File: config.mk
export PLATFORM = sky130hd
export DESIGN_NAME = mem_bus_arbiter_flat
export DESIGN_NICKNAME = d
export VERILOG_FILES = /design/src/rtl/mem_bus_arbiter_if.sv /design/src/rtl/mem_bus_arbiter.sv /design/src/flat_wrapper.sv
export SDC_FILE = /design/constraint.sdc
export NUM_CORES = 1
export LEC_CHECK = 0
export ABC_AREA = 1
export ABC_CLOCK_PERIOD_IN_PS = 2000
export BUFFER_PORTS_ARGS = -buffer_cell sky130_fd_sc_hd__buf_2
export CAP_MARGIN = 20
export CORE_MARGIN = 2
export CORE_UTILIZATION = 46
export CTS_CLUSTER_DIAMETER = 80
export DETAILED_ROUTE_END_ITERATION = 7
export GPL_TIMING_DRIVEN = 0
export PLACE_DENSITY = 0.8
export SYNTH_ARGS = -nofsm -noshare
export SYNTH_HDL_FRONTEND = slang
export SYNTH_SLANG_ARGS = --single-unit
File: constraint.sdc
create_clock -name clk -period 2 [get_ports clk]
set_clock_uncertainty 0.2 [all_clocks]
set_input_delay 0.5 -clock clk [delete_from_list [all_inputs] [get_ports clk]]
set_output_delay 0.5 -clock clk [all_outputs]
set_load 0.05 [all_outputs]
File: src/rtl/mem_bus_arbiter_if.sv
// Signal bundle linking the pipeline's fetch and data sides, the arbiter and the memory port.
// master is the arbiter's view; slave is the surrounding pipeline-plus-memory view.
interface mem_bus_arbiter_if #(
    parameter int ADDR_W = 32,
    parameter int DATA_W = 32
);
    logic                  i_req;
    logic [ADDR_W-1:0]     i_addr;
    logic                  i_cancel;
    logic [DATA_W-1:0]     i_rdata;
    logic                  i_data_ok;
    logic                  i_stall;

    logic                  d_req;
    logic                  d_wr;
    logic [ADDR_W-1:0]     d_addr;
    logic [DATA_W-1:0]     d_wdata;
    logic [DATA_W/8-1:0]   d_wstrb;
    logic [DATA_W-1:0]     d_rdata;
    logic                  d_data_ok;
    logic                  d_stall;

    logic                  mem_req;
    logic                  mem_wr;
    logic [ADDR_W-1:0]     mem_addr;
    logic [DATA_W-1:0]     mem_wdata;
    logic [DATA_W/8-1:0]   mem_wstrb;
    logic                  mem_addr_ok;
    logic                  mem_data_ok;
    logic [DATA_W-1:0]     mem_rdata;

    modport master (
        input  i_req, i_addr, i_cancel,
        output i_rdata, i_data_ok, i_stall,
        input  d_req, d_wr, d_addr, d_wdata, d_wstrb,
        output d_rdata, d_data_ok, d_stall,
        output mem_req, mem_wr, mem_addr, mem_wdata, mem_wstrb,
        input  mem_addr_ok, mem_data_ok, mem_rdata
    );

    modport slave (
        output i_req, i_addr, i_cancel,
        input  i_rdata, i_data_ok, i_stall,
        output d_req, d_wr, d_addr, d_wdata, d_wstrb,
        input  d_rdata, d_data_ok, d_stall,
        input  mem_req, mem_wr, mem_addr, mem_wdata, mem_wstrb,
        output mem_addr_ok, mem_data_ok, mem_rdata
    );
endinterface

File: src/rtl/mem_bus_arbiter.sv
// Serialises IF fetches and MEM loads/stores onto one SRAM-like port, one transaction in flight.
// Define ARB_FAIR_EN to let a waiting fetch win after FAIR_LIMIT consecutive data grants.
module mem_bus_arbiter #(
    parameter int ADDR_W     = 32,
    parameter int DATA_W     = 32,
    parameter int FAIR_LIMIT = 4
) (
    input  logic              clk,
    input  logic              rst,
    mem_bus_arbiter_if.master bus
);
    localparam int STRB_W = DATA_W / 8;

    typedef enum logic [1:0] {IDLE, ADDR, DATA} state_t;

    state_t            state_q, state_d;
    logic              own_q, own_d;
    logic              kill_q, kill_d;
    logic [ADDR_W-1:0] addr_q, addr_d;
    logic              wr_q, wr_d;
    logic [DATA_W-1:0] wdata_q, wdata_d;
    logic [STRB_W-1:0] wstrb_q, wstrb_d;
    logic              i_ok_q, i_ok_d;
    logic              d_ok_q, d_ok_d;
    logic [DATA_W-1:0] i_rdata_q, i_rdata_d;
    logic [DATA_W-1:0] d_rdata_q, d_rdata_d;
    logic              i_cand, d_cand, grant_i, grant_d;

    // A side whose completion is pulsing still holds its old request, so it sits this round out.
    assign i_cand = bus.i_req && !bus.i_cancel && !i_ok_q;
    assign d_cand = bus.d_req && !d_ok_q;

`ifdef ARB_FAIR_EN
    localparam int CNT_W = $clog2(FAIR_LIMIT + 1);
    logic [CNT_W-1:0] fair_cnt_q, fair_cnt_d;

    assign grant_i = i_cand && (!d_cand || fair_cnt_q == CNT_W'(FAIR_LIMIT));
    assign grant_d = d_cand && !grant_i;

    always_comb begin
        fair_cnt_d = fair_cnt_q;
        if (state_q == IDLE) begin
            if (grant_i)
                fair_cnt_d = '0;
            else if (grant_d && i_cand)
                fair_cnt_d = fair_cnt_q + 1'b1;
        end
    end

    always_ff @(posedge clk) begin
        if (rst) fair_cnt_q <= '0;
        else     fair_cnt_q <= fair_cnt_d;
    end
`else
    assign grant_d = d_cand;
    assign grant_i = i_cand && !d_cand;
`endif

    always_comb begin
        state_d   = state_q;
        own_d     = own_q;
        kill_d    = kill_q;
        addr_d    = addr_q;
        wr_d      = wr_q;
        wdata_d   = wdata_q;
        wstrb_d   = wstrb_q;
        i_ok_d    = 1'b0;
        d_ok_d    = 1'b0;
        i_rdata_d = i_rdata_q;
        d_rdata_d = d_rdata_q;

        case (state_q)
            IDLE: begin
                kill_d = 1'b0;
                if (grant_d) begin
                    own_d   = 1'b1;
                    addr_d  = bus.d_addr;
                    wr_d    = bus.d_wr;
                    wdata_d = bus.d_wdata;
                    wstrb_d = bus.d_wr ? bus.d_wstrb : '0;
                    state_d = ADDR;
                end else if (grant_i) begin
                    own_d   = 1'b0;
                    addr_d  = bus.i_addr;
                    wr_d    = 1'b0;
                    wstrb_d = '0;
                    state_d = ADDR;
                end
            end
            ADDR: begin
                if (!own_q && bus.i_cancel) kill_d = 1'b1;
                if (bus.mem_addr_ok) state_d = DATA;
            end
            DATA: begin
                if (!own_q && bus.i_cancel) kill_d = 1'b1;
                if (bus.mem_data_ok) begin
                    state_d = IDLE;
                    kill_d  = 1'b0;
                    if (own_q) begin
                        d_ok_d    = 1'b1;
                        d_rdata_d = bus.mem_rdata;
                    end else if (!(kill_q || bus.i_cancel)) begin
                        i_ok_d    = 1'b1;
                        i_rdata_d = bus.mem_rdata;
                    end
                end
            end
            default: state_d = IDLE;
        endcase
    end

    always_ff @(posedge clk) begin
        if (rst) begin
            state_q   <= IDLE;
            own_q     <= 1'b0;
            kill_q    <= 1'b0;
            addr_q    <= '0;
            wr_q      <= 1'b0;
            wdata_q   <= '0;
            wstrb_q   <= '0;
            i_ok_q    <= 1'b0;
            d_ok_q    <= 1'b0;
            i_rdata_q <= '0;
            d_rdata_q <= '0;
        end else begin
            state_q   <= state_d;
            own_q     <= own_d;
            kill_q    <= kill_d;
            addr_q    <= addr_d;
            wr_q      <= wr_d;
            wdata_q   <= wdata_d;
            wstrb_q   <= wstrb_d;
            i_ok_q    <= i_ok_d;
            d_ok_q    <= d_ok_d;
            i_rdata_q <= i_rdata_d;
            d_rdata_q <= d_rdata_d;
        end
    end

    assign bus.mem_req   = (state_q == ADDR);
    assign bus.mem_wr    = wr_q;
    assign bus.mem_addr  = addr_q;
    assign bus.mem_wdata = wdata_q;
    assign bus.mem_wstrb = wstrb_q;
    assign bus.i_rdata   = i_rdata_q;
    assign bus.d_rdata   = d_rdata_q;
    assign bus.i_data_ok = i_ok_q;
    assign bus.d_data_ok = d_ok_q;
    assign bus.i_stall   = bus.i_req && !i_ok_q;
    assign bus.d_stall   = bus.d_req && !d_ok_q;
endmodule

File: src/flat_wrapper.sv
// flat-port wrapper written by rule: the top's interface ports become plain ports
module mem_bus_arbiter_flat 
#(
    parameter int ADDR_W     = 32,
    parameter int DATA_W     = 32,
    parameter int FAIR_LIMIT = 4
)
  (clk, rst, bus_i_req, bus_i_addr, bus_i_cancel, bus_i_rdata, bus_i_data_ok, bus_i_stall, bus_d_req, bus_d_wr, bus_d_addr, bus_d_wdata, bus_d_wstrb, bus_d_rdata, bus_d_data_ok, bus_d_stall, bus_mem_req, bus_mem_wr, bus_mem_addr, bus_mem_wdata, bus_mem_wstrb, bus_mem_addr_ok, bus_mem_data_ok, bus_mem_rdata);
  mem_bus_arbiter_if #(.ADDR_W(ADDR_W), .DATA_W(DATA_W)) bus_i ();
  input  logic clk;
  input  logic rst;
  input wire logic [$bits(bus_i.i_req)-1:0] bus_i_req;
  input wire logic [$bits(bus_i.i_addr)-1:0] bus_i_addr;
  input wire logic [$bits(bus_i.i_cancel)-1:0] bus_i_cancel;
  output wire logic [$bits(bus_i.i_rdata)-1:0] bus_i_rdata;
  output wire logic [$bits(bus_i.i_data_ok)-1:0] bus_i_data_ok;
  output wire logic [$bits(bus_i.i_stall)-1:0] bus_i_stall;
  input wire logic [$bits(bus_i.d_req)-1:0] bus_d_req;
  input wire logic [$bits(bus_i.d_wr)-1:0] bus_d_wr;
  input wire logic [$bits(bus_i.d_addr)-1:0] bus_d_addr;
  input wire logic [$bits(bus_i.d_wdata)-1:0] bus_d_wdata;
  input wire logic [$bits(bus_i.d_wstrb)-1:0] bus_d_wstrb;
  output wire logic [$bits(bus_i.d_rdata)-1:0] bus_d_rdata;
  output wire logic [$bits(bus_i.d_data_ok)-1:0] bus_d_data_ok;
  output wire logic [$bits(bus_i.d_stall)-1:0] bus_d_stall;
  output wire logic [$bits(bus_i.mem_req)-1:0] bus_mem_req;
  output wire logic [$bits(bus_i.mem_wr)-1:0] bus_mem_wr;
  output wire logic [$bits(bus_i.mem_addr)-1:0] bus_mem_addr;
  output wire logic [$bits(bus_i.mem_wdata)-1:0] bus_mem_wdata;
  output wire logic [$bits(bus_i.mem_wstrb)-1:0] bus_mem_wstrb;
  input wire logic [$bits(bus_i.mem_addr_ok)-1:0] bus_mem_addr_ok;
  input wire logic [$bits(bus_i.mem_data_ok)-1:0] bus_mem_data_ok;
  input wire logic [$bits(bus_i.mem_rdata)-1:0] bus_mem_rdata;
  assign bus_i.i_req = bus_i_req;
  assign bus_i.i_addr = bus_i_addr;
  assign bus_i.i_cancel = bus_i_cancel;
  assign bus_i_rdata = bus_i.i_rdata;
  assign bus_i_data_ok = bus_i.i_data_ok;
  assign bus_i_stall = bus_i.i_stall;
  assign bus_i.d_req = bus_d_req;
  assign bus_i.d_wr = bus_d_wr;
  assign bus_i.d_addr = bus_d_addr;
  assign bus_i.d_wdata = bus_d_wdata;
  assign bus_i.d_wstrb = bus_d_wstrb;
  assign bus_d_rdata = bus_i.d_rdata;
  assign bus_d_data_ok = bus_i.d_data_ok;
  assign bus_d_stall = bus_i.d_stall;
  assign bus_mem_req = bus_i.mem_req;
  assign bus_mem_wr = bus_i.mem_wr;
  assign bus_mem_addr = bus_i.mem_addr;
  assign bus_mem_wdata = bus_i.mem_wdata;
  assign bus_mem_wstrb = bus_i.mem_wstrb;
  assign bus_i.mem_addr_ok = bus_mem_addr_ok;
  assign bus_i.mem_data_ok = bus_mem_data_ok;
  assign bus_i.mem_rdata = bus_mem_rdata;
  mem_bus_arbiter #(.ADDR_W(ADDR_W), .DATA_W(DATA_W), .FAIR_LIMIT(FAIR_LIMIT)) u_core (.clk(clk), .rst(rst), .bus(bus_i));
endmodule
# Yosys cells after proc, flatten, opt, wreduce, memory -nomap -nowiden

Cells that the tools add are included.
W data, S select, Z words.

Bits in registers: 139
Input port bits: 140
Output and inout bits: 138
Word-level logic and storage cells: 60

Equality and inequality tests: 5
Multiplexer cells: 18
Bitwise operators: 4
Reduce and logical (&&, ||, !) cells: 22

Operators with widths:

| cell                 | count |
|---|---|
| $mux W32             | 2 |
| $mux W4              | 3 |
| $mux W2              | 4 |
| $mux W1              | 7 |
| $logic_and A1 B1 Y1  | 6 |
| $pmux W2 S3          | 1 |
| $reduce_and A3 Y1    | 2 |
| $logic_not A1 Y1     | 5 |
| $not A1 Y1           | 4 |
| $reduce_and A2 Y1    | 2 |
| $reduce_and A4 Y1    | 1 |
| $reduce_or A4 Y1     | 1 |
| $ne A3 B1 Y1 const B | 1 |
| $pmux W1 S3          | 1 |
| $reduce_bool A3 Y1   | 1 |
| $reduce_or A3 Y1     | 1 |
| $eq A2 B1 Y1 const B | 1 |
| $eq A2 B2 Y1 const B | 1 |
| $logic_not A2 Y1     | 1 |
| $ne A2 B1 Y1 const B | 1 |
| $ne A2 B2 Y1 const B | 1 |
| $reduce_bool A2 Y1   | 1 |
| $logic_or A1 B1 Y1   | 1 |

# Longest topological paths before layout

Gate-level depths: netlist of the first run.

Depth in word-level cells: 7
Mapped depth: 9
Gate-level depth less buffers: 8

# Worst setup path before layout of the first run

OpenSTA, ideal clock, no wires.

Path type: flip-flop to output port
Start point: register u_core.i_ok_q, in the netlist u_core.bus.i_data_ok
End point: output bus_i_stall
Data arrival time: 1201 ps
Required time: 1300 ps
Setup slack: 99 ps
Stages on the path, launching flop included: 2
Buffers on the path: 0
Path through: dfxtp_1 -> nor2_1

Cells in the longest elaborated chain, start to end: 2

Ends and longest elaborated chain:

| what                   | RTL line               | RTL |
|---|---|---|
| start, declared        | mem_bus_arbiter.sv:23  | `logic i_ok_q, i_ok_d;` |
| start signal, assigned | mem_bus_arbiter.sv:133 | `i_ok_q <= i_ok_d;` |
| $logic_not A1 Y1       | mem_bus_arbiter.sv:149 | `assign bus.i_stall = bus.i_req && !i_ok_q;` |
| $logic_and A1 B1 Y1    | mem_bus_arbiter.sv:149 |  |
| end, declared          | flat_wrapper.sv:17     | `output wire logic [$bits(bus_i.i_stall)-1:0] bus_i_stall;` |

No other way between the ends.

# Final worst setup path of the first run

Start point: register u_core.state_q[1]
End point: output bus_mem_req

Cells in the longest elaborated chain, start to end: 1

Ends and longest elaborated chain:

| what                   | RTL line               | RTL |
|---|---|---|
| start, declared        | mem_bus_arbiter.sv:16  | `state_t state_q, state_d;` |
| start signal, assigned | mem_bus_arbiter.sv:126 | `state_q <= state_d;` |
| $eq A2 B1 Y1           | mem_bus_arbiter.sv:140 | `assign bus.mem_req = (state_q == ADDR);` |
| end, declared          | flat_wrapper.sv:26     | `output wire logic [$bits(bus_i.mem_req)-1:0] bus_mem_req;` |

No other way between the ends.

==> flow_summary.ini, run 1 <==
[status]
status = finished clean

[routing]
firstDrtPassIters = 5
vias = 6177
antenna_left = 0
drc_errors = 0
drtIter0Drc = 364
detail_route.wl_per_cell_microns = 14.0
viasPerCell = 4.89
finalWirelength_microns = 17700

[power]
clkPwrFrac_pct = 28.8
intPower_mw = 6.31
p_comb_share_pct = 39.0
seqPwrFrac_pct = 32.2
p_per_area_nw_per_um2 = 1370
p_sw_share_pct = 41.9
peakVddDrop_v = 0.000718
power_switching_mw = 4.55
power.leakage_nw = 4.04
finalPower_mw = 10.9

[setup_path]
crit_family = flip-flops
reg2reg_from = u_core.state_q[0]$_SDFFE_PP0P_
worstSetupStartpointType = register
cpMaxStageDelayCell = dfxtp_2
critPathBufInv = 2
cp_data_required_time_ns = 1.30
path_cells = inv_1, ha_1, buf_6
arrival_ns = 1.23
r2r_slack_ns = 0.14
reg2reg_depth = 6
cp_max_fo = 4
critPathMaxStageDelay_ns = 0.33
worstReg2RegEnd = u_core.bus.mem_wdata[12]$_SDFFE_PP0P_
worst_setup_path_end_kind = output pin
startpoint = u_core.state_q[1]$_SDFFE_PP0P_
worst-setup-path-type = reg -> out

[min_path]
min_path_cells = 3
holdPathEnd = u_core.bus.mem_wstrb[3]$_SDFFE_PP0P_
hold_class = in -> reg
hold_start = bus_d_wstrb[3]

[placement]
placed_cell_area_sq_um = 7250
gp_congestion = 0.836
io_buffers = 277
dpl.cell_count = 1230
hpwl_microns = 12900
pre_cts_ws_ns = -0.147

[clock_network]
h-tree-depth = 4
cts-hold-fix-buffers = 0
clk_latency_ns = 0.41
cts_buffers = 17
cts_buffer_depth = 2
cts-root-buf = clkbuf_16
cts.sinks = 139
cts_tree = built
path_clk_slew_ns = 0.05

[sta]
fmax_mhz = 517
worst_pin_slew_ns = 0.553
drv_slew = 0
fin_ws_ns = 0.0670
hold_viol = 0
setup_viol = 0
relSlewSlack_pct = 63.1
rsz0062_at_grt = false
whs_ns = 0.139
finalCriticalPeriod_ns = 1.93
period_share_pct = 96.7

[synth]
yosysWarnings = 0
netlist_instances = 806
synth_top_area_share_pct = 49.0
syn_nets = 952
syn_area_sq_um = 5680
syn_avg_cell_area_sq_um = 7.05
ys_seq_area_share_pct = 49.0
yosys_register_bits = 139
synth.distinct_cells = 20
synth.area.top_cells = dfxtp_1, nand2_1, a21oi_1
synth_top_area_cell = dfxtp_1

[global_route]
overflow = 0
grt_max_degree = 20
grtUsageMet3_pct = 7.75
grt_usage_pct = 25.9
busiest_layer = met2
grt_util_met2_pct = 44.0
antenna_found_initial = 1
grt_use_met1_pct = 31.1
grt_pass1_wl_microns = 26700
grt_pass1_vias = 5451

[cells_and_area]
multi_input_area_sq_um = 2330
layout.nets = 1251
design_area_sq_um = 7900
final_common_cell = buf_2
ff_latch_area_sq_um = 2780
num_antenna_cells = 0
final_layout_size_suffix_gt1_share_pct = 31.3
stdcell_count = 1264
syn2layout_area_growth_pct = 39.1
fillers = 1096
mostFrequentLayoutCells = buf_2, nand2_1, dfxtp_1

[floorplanning]
start_util_pct = 47.3
pin_count = 278
rows = 40
dieArea_sq_um = 13300
die_h_microns = 115
dieWidth_microns = 115
coreArea_sq_um = 12000

[run]
drv_cap = 0
[worst reg2reg max path: stages (launching register included)]
cell and delay [ns]:
dfxtp_1 0.36, inv_1 0.12, ha_1 0.14, buf_2 0.21, clkbuf_1 0.40, nand3_1 0.15
a21oi_1 0.20
[Yosys cell counts]
| cell | n |
|---|---|
| nand2_1 | 243 |
| dfxtp_1 | 139 |
| a21oi_1 | 106 |
| inv_1 | 76 |
| nor2_1 | 70 |
| nand3_1 | 69 |
| o21ai_0 | 28 |
| buf_2 | 26 |
| clkbuf_1 | 19 |
| buf_4 | 7 |
| ha_1 | 6 |
| o21ai_1 | 5 |
| buf_1 | 3 |
| inv_2 | 2 |
| nor2_2 | 2 |
| buf_6 | 1 |
| clkinv_1 | 1 |
| nand2_2 | 1 |
| nand3_2 | 1 |
| nor3_1 | 1 |
[cell families (layout without fill, tap and decap cells)]
logic type | count (synthesis) | in the layout | synth area share (%)
flip-flops | 139 | 139 | 49.0
adder cells (fa/ha/maj) | 6 | 6 | 1.32
buffers and inverters | 135 | 446 | 10.1
AND/OR/NAND/NOR | 387 | 387 | 27.4
AO/OA/AOI/OAI | 139 | 139 | 12.2
[state kept, by name (all words and copies together), names as in the netlist, 2 cells and up]
signal / flops
u_core.bus.mem_wdata: 32
u_core.bus.mem_wstrb: 4
u_core.state_q: 2
u_core.bus.mem_addr: 32
u_core.bus.i_rdata: 32
u_core.bus.d_rdata: 32
[worst max-delay path by stage]
stage,cells past startpoint,slack [ns],end
floorplan,1,0.1,bus_i_stall
global placement,6,-0.14,bus_d_stall
detailed placement,6,-0.15,bus_d_stall
CTS,3,0.02,bus_d_stall
global route,6,0.002,u_core.bus.mem_wdata[12]$_SDFFE_PP0P_
finish,3,0.07,bus_mem_req
[layer usage]
layer,routed length (microns),vias up
met5,13,-
met4,287,2
met2,8600,259
li1,-,3116
met1,7370,2776
met3,1460,24
[area by class of cell]
type                            count  area share [%]
Tap cell                          147            2.33
Inverter                           79            3.75
Clock inverter                      6            1.08
Timing Repair Buffer              281            18.1
Multi-Input combinational cell    532            29.5
Buffer                             55            3.63
Clock buffer                       25            6.40
Sequential cell                   139            35.2
[through the flow]
step                      util (%)  TNS, ns
after CTS                     65.4        0
after global routing          65.8        0
after detailed placement      60.4   -0.147
final                         65.8        0
after global placement        60.4   -0.136
after floorplan                  -        0
[power groups by stage]
stage	Clock (mW)	Sequential, mW	Combinational [mW]
after global routing	3.29	3.55	4.58
final	3.13	3.49	4.23
after detailed placement	0	3.54	4.18
after global placement	0	3.52	4.15
after floorplan	0	5.09	1.58
after CTS	3.16	3.49	4.21
[repair_timing]
| action | 4_1_cts | 5_1_grt |
|---|---|---|
| pin swaps | 0 | 1 |
| setup endpoints to repair | 2 | 6 |
| gates resized for setup | 8 | 4 |
| buffers inserted | 0 | 4 |
No activity file was read; power rests on OpenSTA's default activity.
==> inputs of run 2 (changes only) <==
--- a/config.mk
+++ b/config.mk
@@ -5,7 +5,6 @@
 export SDC_FILE = /design/constraint.sdc
 export NUM_CORES = 1
 export LEC_CHECK = 0
-export ABC_AREA = 1
 export ABC_CLOCK_PERIOD_IN_PS = 2000
 export BUFFER_PORTS_ARGS = -buffer_cell sky130_fd_sc_hd__buf_2
 export CAP_MARGIN = 20
@@ -13,8 +12,7 @@
 export CORE_UTILIZATION = 46
 export CTS_CLUSTER_DIAMETER = 80
 export DETAILED_ROUTE_END_ITERATION = 7
-export GPL_TIMING_DRIVEN = 0
-export PLACE_DENSITY = 0.8
+export PLACE_DENSITY = 0.81
 export SYNTH_ARGS = -nofsm -noshare
 export SYNTH_HDL_FRONTEND = slang
 export SYNTH_SLANG_ARGS = --single-unit
==> run 2 against run 1 <==
Count of clock-buffer cells in the layout grew 1. Die area decreased by 3.0%. Core utilization grew 0.97 points. Critical path type unchanged. Largest cell class unchanged. Largest power group is now registers.
==> flow_summary.ini, run 2 <==
[cells_and_area]
fillers = 943
final_common_cell = buf_2
design_area_sq_um = 7720
syn2layout_area_growth_pct = 40.3
stdcell_count = 1048
num_antenna_cells = 0
layout.nets = 1038
final_layout_size_suffix_gt1_share_pct = 37.3
fin_util_pct = 66.8
mostFrequentLayoutCells = buf_2, dfxtp_1, nand2_1

[clock_network]
path_clk_slew_ns = 0.05
cts-root-buf = clkbuf_16
cts_buffer_depth = 2
clk_latency_ns = 0.40
h-tree-depth = 4
cts.sinks = 139
cts_buffers = 17
cts_tree = built
cts-hold-fix-buffers = 0

[power]
p_comb_share_pct = 33.5
clkPwrFrac_pct = 32.3
power_switching_mw = 3.59
finalPower_mw = 9.70
power.leakage_nw = 3.54
p_sw_share_pct = 37.0
intPower_mw = 6.11
peakVddDrop_v = 0.000756
seqPwrFrac_pct = 34.2
p_per_area_nw_per_um2 = 1260

[routing]
firstDrtPassIters = 5
finalWirelength_microns = 15900
viasPerCell = 5.23
antenna_left = 0
drc_errors = 0
vias = 5484
detail_route.wl_per_cell_microns = 15.2
drtIter0Drc = 562

[setup_path]
arrival_ns = 1.24
r2r_slack_ns = 0.16
reg2reg_depth = 6
worstReg2RegEnd = u_core.bus.mem_addr[10]$_SDFFE_PP0P_
cp_data_required_time_ns = 1.30
cp_max_fo = 4
worst-setup-path-type = reg -> out
worstSetupStartpointType = register
reg2reg_from = u_core.state_q[1]$_SDFFE_PP0P_
worst_setup_path_end_kind = output pin

[min_path]
min_path_cells = 3
hold_start = bus_d_wdata[0]
holdPathEnd = u_core.bus.mem_wdata[0]$_SDFFE_PP0P_
hold_class = in -> reg

[sta]
worst_pin_slew_ns = 0.494
fmax_mhz = 516
fin_ws_ns = 0.0607
fin_tns_setup_ns = 0
finalCriticalPeriod_ns = 1.94
setup_viol = 0
whs_ns = 0.128
drv_slew = 0
hold_viol = 0
relSlewSlack_pct = 67.1
period_share_pct = 97.0
rsz0062_at_grt = true

[placement]
hpwl_microns = 11100
placed_cell_area_sq_um = 7090
io_buffers = 277
gp_congestion = 0.795
pre_cts_ws_ns = 0.0982
dpl.cell_count = 1016

[synth]
synthAdderAreaFrac_pct = 1.36
yosys-top-cells-count = dfxtp_1, nand2_1, a21oi_1
syn_avg_cell_area_sq_um = 8.70
synth_top_family_by_area = simple AND/OR/NAND/NOR gates
synth_flop_cell = dfxtp_1
synthXorXnorAreaFrac_pct = 0
syn_area_sq_um = 5500
synth_compound_area_share_pct = 17.4
ys_seq_area_share_pct = 50.6
synth.most_common_cell = dfxtp_1
synth.distinct_cells = 29
netlist_instances = 632
synthMuxAreaShare_pct = 6.19
synth_simple_gate_area_share_pct = 19.3
yosys_register_bits = 139
synth.area.top_cells = dfxtp_1, a21oi_1, nand2_1
yosysWarnings = 0
async_flop_share_pct = 0
synth_top_area_share_pct = 50.6
syn_nets = 778
synth_top_area_cell = dfxtp_1
synth-edff-count = 0

[status]
status = finished clean

[run]
drv_cap = 0

[global_route]
antenna_found_initial = 0
grt_max_degree = 67
grt_usage_pct = 24.5
grt_pass1_vias = 5142
grt_pass1_wl_microns = 25300
overflow = 0

[floorplanning]
start_util_pct = 47.6
dieArea_sq_um = 12900
coreArea_sq_um = 11600
die_h_microns = 113
rows = 39
pin_count = 278
dieWidth_microns = 113
## run 2: cell types whose count changed in the layout (fill, tap and decap cells not counted), moves of 33 or more
cell,change
nand3_1,-68
nor2_1,-62
nand3b_1,+33
nand2_1,-113
inv_1,-72
mux2i_1,+34
## run 2: layout make-up
cell class	instances	area (sq um)	area share (%)
clock buffer	26	519	6.72
clock inverter	6	82.6	1.07
inverter	4	15.0	0.194
multi-input combinational	430	2470	32.0
sequential	139	2790	36.1
tap	143	179	2.32
timing repair buffer	300	1670	21.6
## run 2: layer usage
layer / track usage [%] / wire [microns] / vias to the layer above
li1: - / - / 2717
met1: 28.6 / 6330 / 2499
met2: 40.8 / 7770 / 241
met3: 8.94 / 1400 / 27
met4: 10.1 / 406 / 0
met5: 0 / 0 / -
## run 2: cells by family after synthesis
group | count (synthesis)
and+or+nand+nor | 220
AOI/OAI and AO/OA | 170
DFF | 139
buffers and inverters | 63
muxes | 34
adders and majority gates | 6
## run 2: power groups by stage
stage | sequential (mW) | combinational, mW | clock (mW)
6_report | 3.32 | 3.25 | 3.13
3_5_place_dp | 3.37 | 3.22 | 0
2_1_floorplan | 4.54 | 1.16 | 0
3_3_place_gp | 3.36 | 3.19 | 0
5_1_grt | 3.36 | 3.47 | 3.32
4_1_cts | 3.32 | 3.25 | 3.19
## run 2: how the worst max path moves through the flow
stage,startpoint,to,slack (ns),cells after the start
CTS,u_core.bus.d_data_ok$_SDFF_PP0_,bus_d_stall,0.01,3
floorplan,u_core.bus.i_data_ok$_SDFF_PP0_,bus_i_stall,0.05,1
global placement,bus_i_cancel,u_core.state_q[1]$_SDFFE_PP0P_,0.15,4
detailed placement,u_core.state_q[1]$_SDFFE_PP0P_,u_core.bus.mem_addr[25]$_SDFFE_PP0P_,0.1,6
global route,u_core.state_q[1]$_SDFFE_PP0P_,bus_mem_req,-0.02,3
finish,u_core.state_q[1]$_SDFFE_PP0P_,bus_mem_req,0.06,3
## run 2: repair_timing
action / CTS / global route
gates resized for setup: 5 / 3
setup buffers: 0 / 0
endpoints found under the hold margin: 0 / 0
pin swaps: 0 / 0
setup endpoints to repair: 2 / 19
## run 2: critical path, cell delays in order (launching register included)
cell,delay [ns]
dfxtp_2,0.33
inv_1,0.11
ha_2,0.22
buf_6,0.17
==> inputs of run 3 (changes only) <==
--- a/config.mk
+++ b/config.mk
@@ -5,7 +5,7 @@
 export SDC_FILE = /design/constraint.sdc
 export NUM_CORES = 1
 export LEC_CHECK = 0
-export ABC_CLOCK_PERIOD_IN_PS = 2000
+export ABC_CLOCK_PERIOD_IN_PS = 1900
 export BUFFER_PORTS_ARGS = -buffer_cell sky130_fd_sc_hd__buf_2
 export CAP_MARGIN = 20
 export CORE_MARGIN = 2
==> constraint.sdc (replaced) <==
create_clock -name clk -period 1.9 [get_ports clk]
set_clock_uncertainty 0.2 [all_clocks]
set_input_delay 0.475 -clock clk [delete_from_list [all_inputs] [get_ports clk]]
set_output_delay 0.475 -clock clk [all_outputs]
set_load 0.05 [all_outputs]
==> run 3 against run 2 <==
Non-clock buffer count fell by 1. Sequential share of layout area down 0.18 points. Combinational power up 9.2%. Final cell count unchanged. Critical path depth stayed put. Power grew 6.1%. Hold slack worse by 0.029 ns. Largest power group is now combinational cells. Highest routed layer unchanged.
==> flow_summary.ini, run 3 (synthesis results as in run 2) <==
[status]
status = finished clean

[cells_and_area]
syn2layout_area_growth_pct = 41.1
layout.nets = 1037
final_layout_size_suffix_gt1_share_pct = 37.4
final_common_cell = buf_2
mostFrequentLayoutCells = buf_2, dfxtp_1, nand2_1

[routing]
vias = 5499
detail_route.wl_per_cell_microns = 15.8
finalWirelength_microns = 16600
firstDrtPassIters = 4
antenna_left = 0
viasPerCell = 5.25
drtIter0Drc = 428
drc_errors = 0

[clock_network]
cts.sinks = 139
clk_latency_ns = 0.41
h-tree-depth = 4
path_clk_slew_ns = 0.06
cts-root-buf = clkbuf_16
cts_tree = built
cts-hold-fix-buffers = 0
cts_buffer_depth = 2
cts_buffers = 17

[power]
power.leakage_nw = 3.55
peakVddDrop_v = 0.000631
p_per_area_nw_per_um2 = 1330

[sta]
whs_ns = 0.0992
fin_tns_setup_ns = 0
hold_viol = 0
fmax_mhz = 541
rsz0062_at_grt = false
drv_slew = 0
worst_pin_slew_ns = 0.399
period_share_pct = 97.3
relSlewSlack_pct = 73.4
finalCriticalPeriod_ns = 1.85
setup_viol = 0

[placement]
hpwl_microns = 11600
gp_congestion = 0.783
io_buffers = 277

[setup_path]
worstSetupStartpointType = register
worst-setup-path-type = reg -> out
arrival_ns = 1.17
reg2reg_from = u_core.state_q[1]$_SDFFE_PP0P_
cp_data_required_time_ns = 1.22
cp_max_fo = 4
startpoint = u_core.state_q[0]$_SDFFE_PP0P_
worst_setup_path_end_kind = output pin

[global_route]
overflow = 0
grt_pass1_vias = 5262
grt_pass1_wl_microns = 25800
antenna_found_initial = 1
grt_usage_pct = 25.2
grt_max_degree = 53

[floorplanning]
coreArea_sq_um = 11600
dieArea_sq_um = 12900
die_h_microns = 113
pin_count = 278
rows = 39
start_util_pct = 47.6
dieWidth_microns = 113

[min_path]
hold_class = in -> reg
hold_start = bus_d_wdata[25]

[run]
drv_cap = 0
## run 3: metal layers
metal	track usage, %	vias up	wire length, microns
li1	-	2724	-
met1	28.4	2558	6770
met2	43.0	186	8180
met3	8.52	31	1210
met4	12.2	0	447
met5	0	-	0
## run 3: worst paths after layout
| kind | depth (start not counted) | slack, ns | endpoint |
|---|---|---|---|
| setup / recovery | 3 | 0.05 | bus_mem_req |
| hold / removal | 3 | 0.1 | u_core.bus.mem_wdata[25]$_SDFFE_PP0P_ |
| hold reg to reg | 2 | 0.25 | u_core.bus.d_rdata[19]$_SDFFE_PP0P_ |
| setup reg to reg | 6 | 0.14 | u_core.bus.mem_addr[8]$_SDFFE_PP0P_ |
## run 3: through the flow
step                      util [%]  area, sq um  power [mW]  setup WS [ns]  instances
after CTS                     66.7         7710        10.2        0.00459       1045
after detailed placement      61.4         7100        6.96        0.00718       1013
after floorplan                  -         5510        6.00        0.00408        632
after global placement        61.4         7100        6.90         0.0718       1013
after global routing          67.1         7760        10.8        0.00207       1048
final                         67.1         7760        10.3         0.0509       1048
## run 3: critical path, cell delays in order (launching register included)
cell and delay, ns:
dfxtp_2 0.32, buf_6 0.13, ha_4 0.17, buf_8 0.15
## run 3: cell type report
type	instances	area (sq um)
tap	143	179
fill	928	3800
clock buffer	25	495
multi-input combinational	430	2480
timing repair buffer	299	1720
inverter	4	15.0
sequential	139	2790
clock inverter	7	87.6
antenna	1	2.50
## run 3: power breakdown
| group | internal (mW) | switching, mW | total (mW) |
|---|---|---|---|
| clock | 2.06 | 1.17 | 3.23 |
| combinational | 1.08 | 2.48 | 3.55 |
| sequential | 3.30 | 0.206 | 3.51 |
| total | 6.44 | 3.85 | 10.3 |
## run 3: repair_timing
item	4_1_cts	5_1_grt
resized for setup	9	5
cloned	0	1
endpoints found under the setup margin	2	35
pin swaps	0	1
buffers inserted	0	1
hold endpoints to repair	0	0
